**src/rtl/rr_arbiter_2pn.sv**
```systemverilog
// Round-robin arbiter over 2**N requesters with a registered one-hot grant held until release.
// Define RR_ARB_TIMEOUT_EN to force-release grants after MAX_HOLD cycles and pulse TIMEOUT.
module rr_arbiter_2pn #(
  parameter int N        = 5,
  parameter int MAX_HOLD = 16
) (
  input  logic              CLK,
  input  logic              RSTn,
  input  logic [2**N-1:0]   REQ,
  input  logic              DONE,
  output logic [2**N-1:0]   GNT,
  output logic              GNT_VALID,
  output logic              TIMEOUT
);

  localparam int W = 2**N;

  localparam logic STATE_IDLE  = 1'b0;
  localparam logic STATE_GRANT = 1'b1;

  if (MAX_HOLD < 1 || MAX_HOLD > 255) begin : g_bad_max_hold
    $error("rr_arbiter_2pn: MAX_HOLD must be in 1..255");
  end

  logic         state_q, state_d;
  logic [N-1:0] ptr_q, ptr_d;
  logic [N-1:0] owner_q, owner_d;
  logic [W-1:0] gnt_q, gnt_d;
  logic         gnt_valid_q, gnt_valid_d;
  logic         timeout_q, timeout_d;

  logic         sel_found;
  logic [N-1:0] sel_idx;
  logic [N-1:0] probe;
  logic         hold_limit;
  logic         release_now;

  // Priority search starting at ptr_q; the N-bit add wraps past 2**N-1 back to 0.
  always_comb begin
    // NOTE: every variable gets a default before any branch so no latch is inferred.
    sel_found = 1'b0;
    sel_idx   = '0;
    probe     = '0;
    for (int i = 0; i < W; i++) begin
      probe = ptr_q + N'(i);
      if (!sel_found && REQ[probe]) begin
        sel_found = 1'b1;
        sel_idx   = probe;
      end
    end
  end

`ifdef RR_ARB_TIMEOUT_EN
  logic [7:0] hold_cnt_q, hold_cnt_d;

  // Held at zero while idle, so it starts from zero on every arbitration edge.
  always_comb begin
    hold_cnt_d = hold_cnt_q;
    if (state_q == STATE_IDLE) begin
      hold_cnt_d = '0;
    end else if (hold_cnt_q != 8'hFF) begin
      hold_cnt_d = hold_cnt_q + 8'd1;
    end
  end

  always_ff @(posedge CLK or negedge RSTn) begin
    if (!RSTn) begin
      hold_cnt_q <= '0;
    end else begin
      hold_cnt_q <= hold_cnt_d;
    end
  end

  assign hold_limit = (state_q == STATE_GRANT) && (hold_cnt_q == 8'(MAX_HOLD - 1));
`else
  assign hold_limit = 1'b0;
`endif

  assign release_now = DONE || !REQ[owner_q] || hold_limit;

  always_comb begin
    state_d     = state_q;
    ptr_d       = ptr_q;
    owner_d     = owner_q;
    gnt_d       = gnt_q;
    gnt_valid_d = gnt_valid_q;
    timeout_d   = 1'b0;
    case (state_q)
      STATE_IDLE: begin
        if (sel_found) begin
          gnt_d       = W'(1) << sel_idx;
          owner_d     = sel_idx;
          gnt_valid_d = 1'b1;
          state_d     = STATE_GRANT;
        end
      end
      STATE_GRANT: begin
        if (release_now) begin
          gnt_d       = '0;
          gnt_valid_d = 1'b0;
          ptr_d       = owner_q + N'(1);
          // A forced release still reports even when DONE arrives on the same cycle.
          timeout_d   = hold_limit;
          state_d     = STATE_IDLE;
        end
      end
      default: state_d = STATE_IDLE;
    endcase
  end

  always_ff @(posedge CLK or negedge RSTn) begin
    if (!RSTn) begin
      state_q     <= STATE_IDLE;
      ptr_q       <= '0;
      owner_q     <= '0;
      gnt_q       <= '0;
      gnt_valid_q <= 1'b0;
      timeout_q   <= 1'b0;
    end else begin
      // NOTE: state registers use non-blocking assignment so all flops update from pre-edge values.
      state_q     <= state_d;
      ptr_q       <= ptr_d;
      owner_q     <= owner_d;
      gnt_q       <= gnt_d;
      gnt_valid_q <= gnt_valid_d;
      timeout_q   <= timeout_d;
    end
  end

  assign GNT       = gnt_q;
  assign GNT_VALID = gnt_valid_q;
  assign TIMEOUT   = timeout_q;

endmodule

```
**config.mk**
```make
export PLATFORM = sky130hd
export DESIGN_NAME = rr_arbiter_2pn
export DESIGN_NICKNAME = d
export VERILOG_FILES = /design/src/rtl/rr_arbiter_2pn.sv
export SDC_FILE = /design/constraint.sdc
export NUM_CORES = 1
export LEC_CHECK = 0
export BUFFER_PORTS_ARGS = -buffer_cell sky130_fd_sc_hd__buf_2
export CORE_ASPECT_RATIO = 1.4
export CORE_MARGIN = 4
export CORE_UTILIZATION = 35
export DETAILED_ROUTE_END_ITERATION = 16
export PLACE_DENSITY = 0.58
export SYNTH_ARGS = -nofsm -noshare
export SYNTH_HDL_FRONTEND = slang
export SYNTH_SLANG_ARGS = --single-unit
```
**constraint.sdc**
```tcl
create_clock -name CLK -period 8.4 [get_ports CLK]
set_input_delay 2.52 -clock CLK [delete_from_list [all_inputs] [get_ports CLK]]
set_output_delay 2.52 -clock CLK [all_outputs]
set_load 0.01 [all_outputs]
```
# == Word level (Yosys, flattened, before mapping) ==
# Index checks and enable logic that the tools add are counted.
# totals
inputBits,35
regBits,44
output_inout_bits,34
# classes
add_sub_neg,32
bitwise,1
n_reduce_logical,67
eq_ne,2
n_mux,139
magnitude_cmp,33
shift,1
# ops
op,n
"< comparator 5 x 6 -> 1 bit, second input constant",33
binary-select mux 1 bit (select 5 bit),33
2-to-1 mux 5 bit,32
"adder 5 bit, second input constant",16
2-to-1 mux 1 bit,69
2-to-1 mux 32 bit,2
one-hot mux 32 bit (2 select lines),1
"adder 5 x 4 -> 5 bit, second input constant",8
zero test 1 bit,32
"<< shifter 1 x 5 -> 32 bit, first input constant",1
logical AND 1 bit,31
"adder 5 x 3 -> 5 bit, second input constant",4
"adder 5 x 1 -> 5 bit, second input constant",2
"adder 5 x 2 -> 5 bit, second input constant",2
AND reduction 2 bit,3
one-hot mux 1 bit (2 select lines),2
"!= test 2 x 1 -> 1 bit, second input constant",1
"!= test 2 bit, second input constant",1
logical OR 1 bit,1
inverter 1 bit,1

# == Logic depth before layout (Yosys ltp) ==
# depth
depth_word,99
mapped_depth,24
mapped_depth_nobuf,15

# == Worst setup path after synthesis ==
# Ideal clock, no wire load.
# synth_path
path_kind,in2reg
from,in REQ[25]
to,reg gnt_q[10] (netlist: GNT[10])
required_ns,8.323
arrival_time_ns,6.475
setup_time_ns,0.077
stages,15
slack_ns,1.848
n_path_buf,2
path_cell_list,mux2_1 mux4_2 mux4_2 o21bai_4 or4b_1 buf_2 nor3_4 buf_4 and3_1 nand2b_1 a31oi_1 o41a_1 o21ai_4 or3b_1 o21ai_1
# synth_via
elab_chain_cells,99
elab_cells_between_ends,200
classes_between,2 x eq/ne; 1 x shift; 132 x mux; 65 x reduce/logical
# synth_rtl
item,line_no,text
from (decl),9,"input logic [2**N-1:0] REQ,"
binary-select mux 1 bit (select 5 bit),46,if (!sel_found && REQ[probe]) begin
2-to-1 mux 1 bit (implied by the code),46,
2-to-1 mux 1 bit,46,
zero test 1 bit,46,
logical AND 1 bit,46,
2-to-1 mux 1 bit,46,
zero test 1 bit,46,
logical AND 1 bit,46,
[83 not listed],--,
logical AND 1 bit,46,
2-to-1 mux 1 bit,46,
zero test 1 bit,46,
logical AND 1 bit,46,
2-to-1 mux 5 bit,46,
<< shifter 1 x 5 -> 32 bit,91,gnt_d = W'(1) << sel_idx;
2-to-1 mux 32 bit,90,if (sel_found) begin
one-hot mux 32 bit (2 select lines),88,case (state_q)
to (signal assigned),124,gnt_q <= gnt_d;
to (decl),28,"logic [W-1:0] gnt_q, gnt_d;"
# Parallel ways exist; a longest one is shown, timed or not. The select of a mux whose other input is x is not followed.
# A chain may end at the register's enable or synchronous reset.

# == Final worst setup path ==
# layout_path
from,in REQ[12]
to,reg gnt_q[10] (netlist: GNT[10])
# The elaborated chain is that of the path after synthesis.

==> impl_metrics.py <==
metrics = {
    "clock_tree": {
        "clk_pin_slew_worst_paths_ns": 0.06,
        "clock_latency_ns": 0.28,
        "cts_tree": "built",
        "cts_hold_buf": 0,
        "cts_resized": 0,
        "cts.path.max_buffers": 2,
        "cts_buffers": 5,
        "cts_setup_buffers": 0,
        "clkSinkCount": 44,
        "cts-root-buf": "clkbuf_16",
        "htree_levels": 2,
    },
    "setup_path": {
        "crit_family": "compound AO/OA/AOI/OAI gates",
        "rrSetupSlack_ns": 1.42,
        "cp.arrival_ns": 7.51,
        "timing.rr.start": "ptr_q[1]",
        "slowest_delay_ns": 0.72,
        "rr_worst_depth": 15,
        "worstSetupPathDepth": 14,
        "path_cells": "buf_2, mux2_2, mux4_2, mux4_2, o21bai_4, or4b_1, nor3_4, a32o_1, a31o_1, a211oi_1, o41a_1, o21ai_4, or3b_1, o21ai_1",
        "end_kind": "flop",
        "path_common_cell": "mux4_2",
        "startpoint": "REQ[12]",
        "crit_buf_inv": 1,
        "r2r-end": "GNT[10]",
        "cp_max_fo": 11,
        "endpoint": "GNT[10]",
        "cp.required_ns": 8.61,
        "slowest_stage": "or4b_1",
        "start_kind": "primary input",
        "worstSetupPathType": "primary input to flop",
    },
    "die": {
        "initial_utilization_pct": 35.8,
        "die_h_um": 197,
        "rows": 68,
        "die_width_um": 143,
        "die-area_um2": 28200,
        "core_area_um2": 24900,
        "io_pins": 69,
    },
    "routing": {
        "drc_errors": 0,
        "drt_iter0_markers": 1086,
        "wire_per_inst_um": 28.1,
        "wirelength_mm": 37.3,
        "via_per_inst": 6.87,
        "drtPass1Iterations": 5,
        "via_count": 9125,
        "final_antenna_net_count": 0,
    },
    "hold_path": {
        "worstHoldStart": "GNT_VALID",
        "hp-class": "flop to flop",
    },
    "final_layout": {
        "fin_area_um2": 9810,
        "fill_cells": 2486,
        "syn_to_final_growth_pct": 9.79,
        "diodes": 0,
        "drive_above_1_share_pct": 27.1,
        "fin_util_pct": 39.4,
        "final_nets": 1062,
        "final_cell_mix": "97 x mux4_2, 97 x mux2i_1, 87 x nand2_1",
        "fin_cells": 1328,
    },
    "run": {
        "cap_viol_max_count": 0,
    },
    "global_routing": {
        "first_global_vias": 8932,
        "grt_usage_pct": 26.0,
        "grt_antenna_before_repair": 0,
        "grt_pass1_wl_mm": 56.3,
        "grt_max_degree": 45,
        "grt_overflow": 0,
    },
    "sta": {
        "rsz0062_at_grt": "false",
        "setup_viol": 0,
        "max_freq_mhz": 137,
        "fin_skew_ns": 0.00322,
        "slew_viol_final": 0,
        "fin_setup_tns_ns": 0,
        "period_minus_slack_ns": 7.30,
        "relSlewSlack_pct": 24.9,
        "tightestPinTransition_ns": 1.12,
        "final_hold_viol_count": 0,
        "post-route-period-util_pct": 86.9,
    },
    "synthesis": {
        "ys_types": 85,
        "syn_area_per_cell_um2": 9.19,
        "ys_ff_latch": 44,
        "synth-edff-count": 0,
        "synth.area.top_cells": "mux4_2 24%, dfrtp_1 12%, mux2i_1 11%, mux2_2 5.0%, nand2_1 3.7%",
        "async_flop_share_pct": 100,
        "synth_top_area_share_pct": 24.4,
        "yosys_warnings": 0,
        "synth.yosys.seq_area_share_pct": 12.3,
        "yosysTopAreaCell": "mux4_2",
        "synth-main-ff-cell": "dfrtp_1",
        "syn_nets": 1021,
        "synth_area_um2": 8940,
        "synth_cells": 972,
    },
    "placed_design": {
        "port_buffers": 67,
        "place_congestion": 1.02,
        "placed_area_um2": 9650,
        "placed_cells": 1321,
        "dp_hpwl_mm": 28.9,
    },
    "outcome": {
        "status": "finished clean",
    },
}
[routing by layer]
metal,vias up,GRT usage (%),wire (µm)
li1,3973,-,-
met1,4548,31.7,13900
met2,489,44.2,18300
met3,115,2.64,2360
met4,0,14.9,2770
met5,-,0,0
[flip-flops by register name, summed over array words and instances (netlist names)]
name       flops
ptr_q          5
state_q        1
GNT_VALID      1
owner_q        5
GNT           32
[layout make-up]
cell class                      instances  area, µm²  share of cell area [%]
Multi-Input combinational cell        840       7470                    76.2
Sequential cell                        44       1110                    11.3
Timing Repair Buffer                  104        613                    6.25
Tap cell                              315        394                    4.02
Clock buffer                            6        129                    1.31
Inverter                               18       67.6                   0.689
Clock inverter                          1       30.0                   0.306
[how the worst min path moves through the flow]
stage	to	slack (ns)	depth (start not counted)
after floorplan	state_q	0.47	1
after global placement	GNT_VALID	0.46	2
after detailed placement	GNT_VALID	0.47	2
after CTS	GNT_VALID	0.48	2
after global routing	GNT[18]	0.50	2
final	GNT_VALID	0.48	2
[cell families (layout without fill, tap and decap cells)]
logic type                 Yosys count  in the layout  share of synthesized area (%)
xor gates and xnor gates            30             30                           2.94
adders and majority gates           14             14                           1.96
and+or+nand+nor                    300            300                           17.2
AOI/OAI and AO/OA                  259            259                           20.6
other                                1              1                         0.0420
buffers and inverters               88            129                           4.41
muxes                              236            236                           40.6
DFF                                 44             44                           12.3
[stage by stage]
stage                     hold WS, ns  setup WS (ns)
after global routing            0.505          0.883
after detailed placement        0.467          0.910
final                           0.477           1.10
after floorplan                 0.471           1.85
after global placement          0.459          0.892
after CTS                       0.483           1.20
[synth_stat cells, types with 13 or more instances]
cell and number:
a22oi_1 13, mux4_2 97, nor2_1 58, nand2b_1 13, mux2i_1 97, ha_1 14, nand2_1 87, nand3_1 42
o211ai_1 13, inv_1 16, mux2_2 40, a22o_1 22, o21ai_0 51, xnor2_1 24, buf_2 15, a21oi_1 40
clkbuf_1 39, nor3_1 22, dfrtp_1 44
[worst reg2reg max path, delay by kind of cell, from the launching register on]
kind / cells / cell delay, ns
flops: 1 / 0.80
mux: 3 / 1.70
fa+ha+maj: 1 / 0.42
simple gates: 3 / 1.63
buf+inv: 2 / 0.78
compound gates: 6 / 1.54
Power is not shown: default switching activity piles up to over one toggle a cycle in this logic, so the estimate is an artifact.
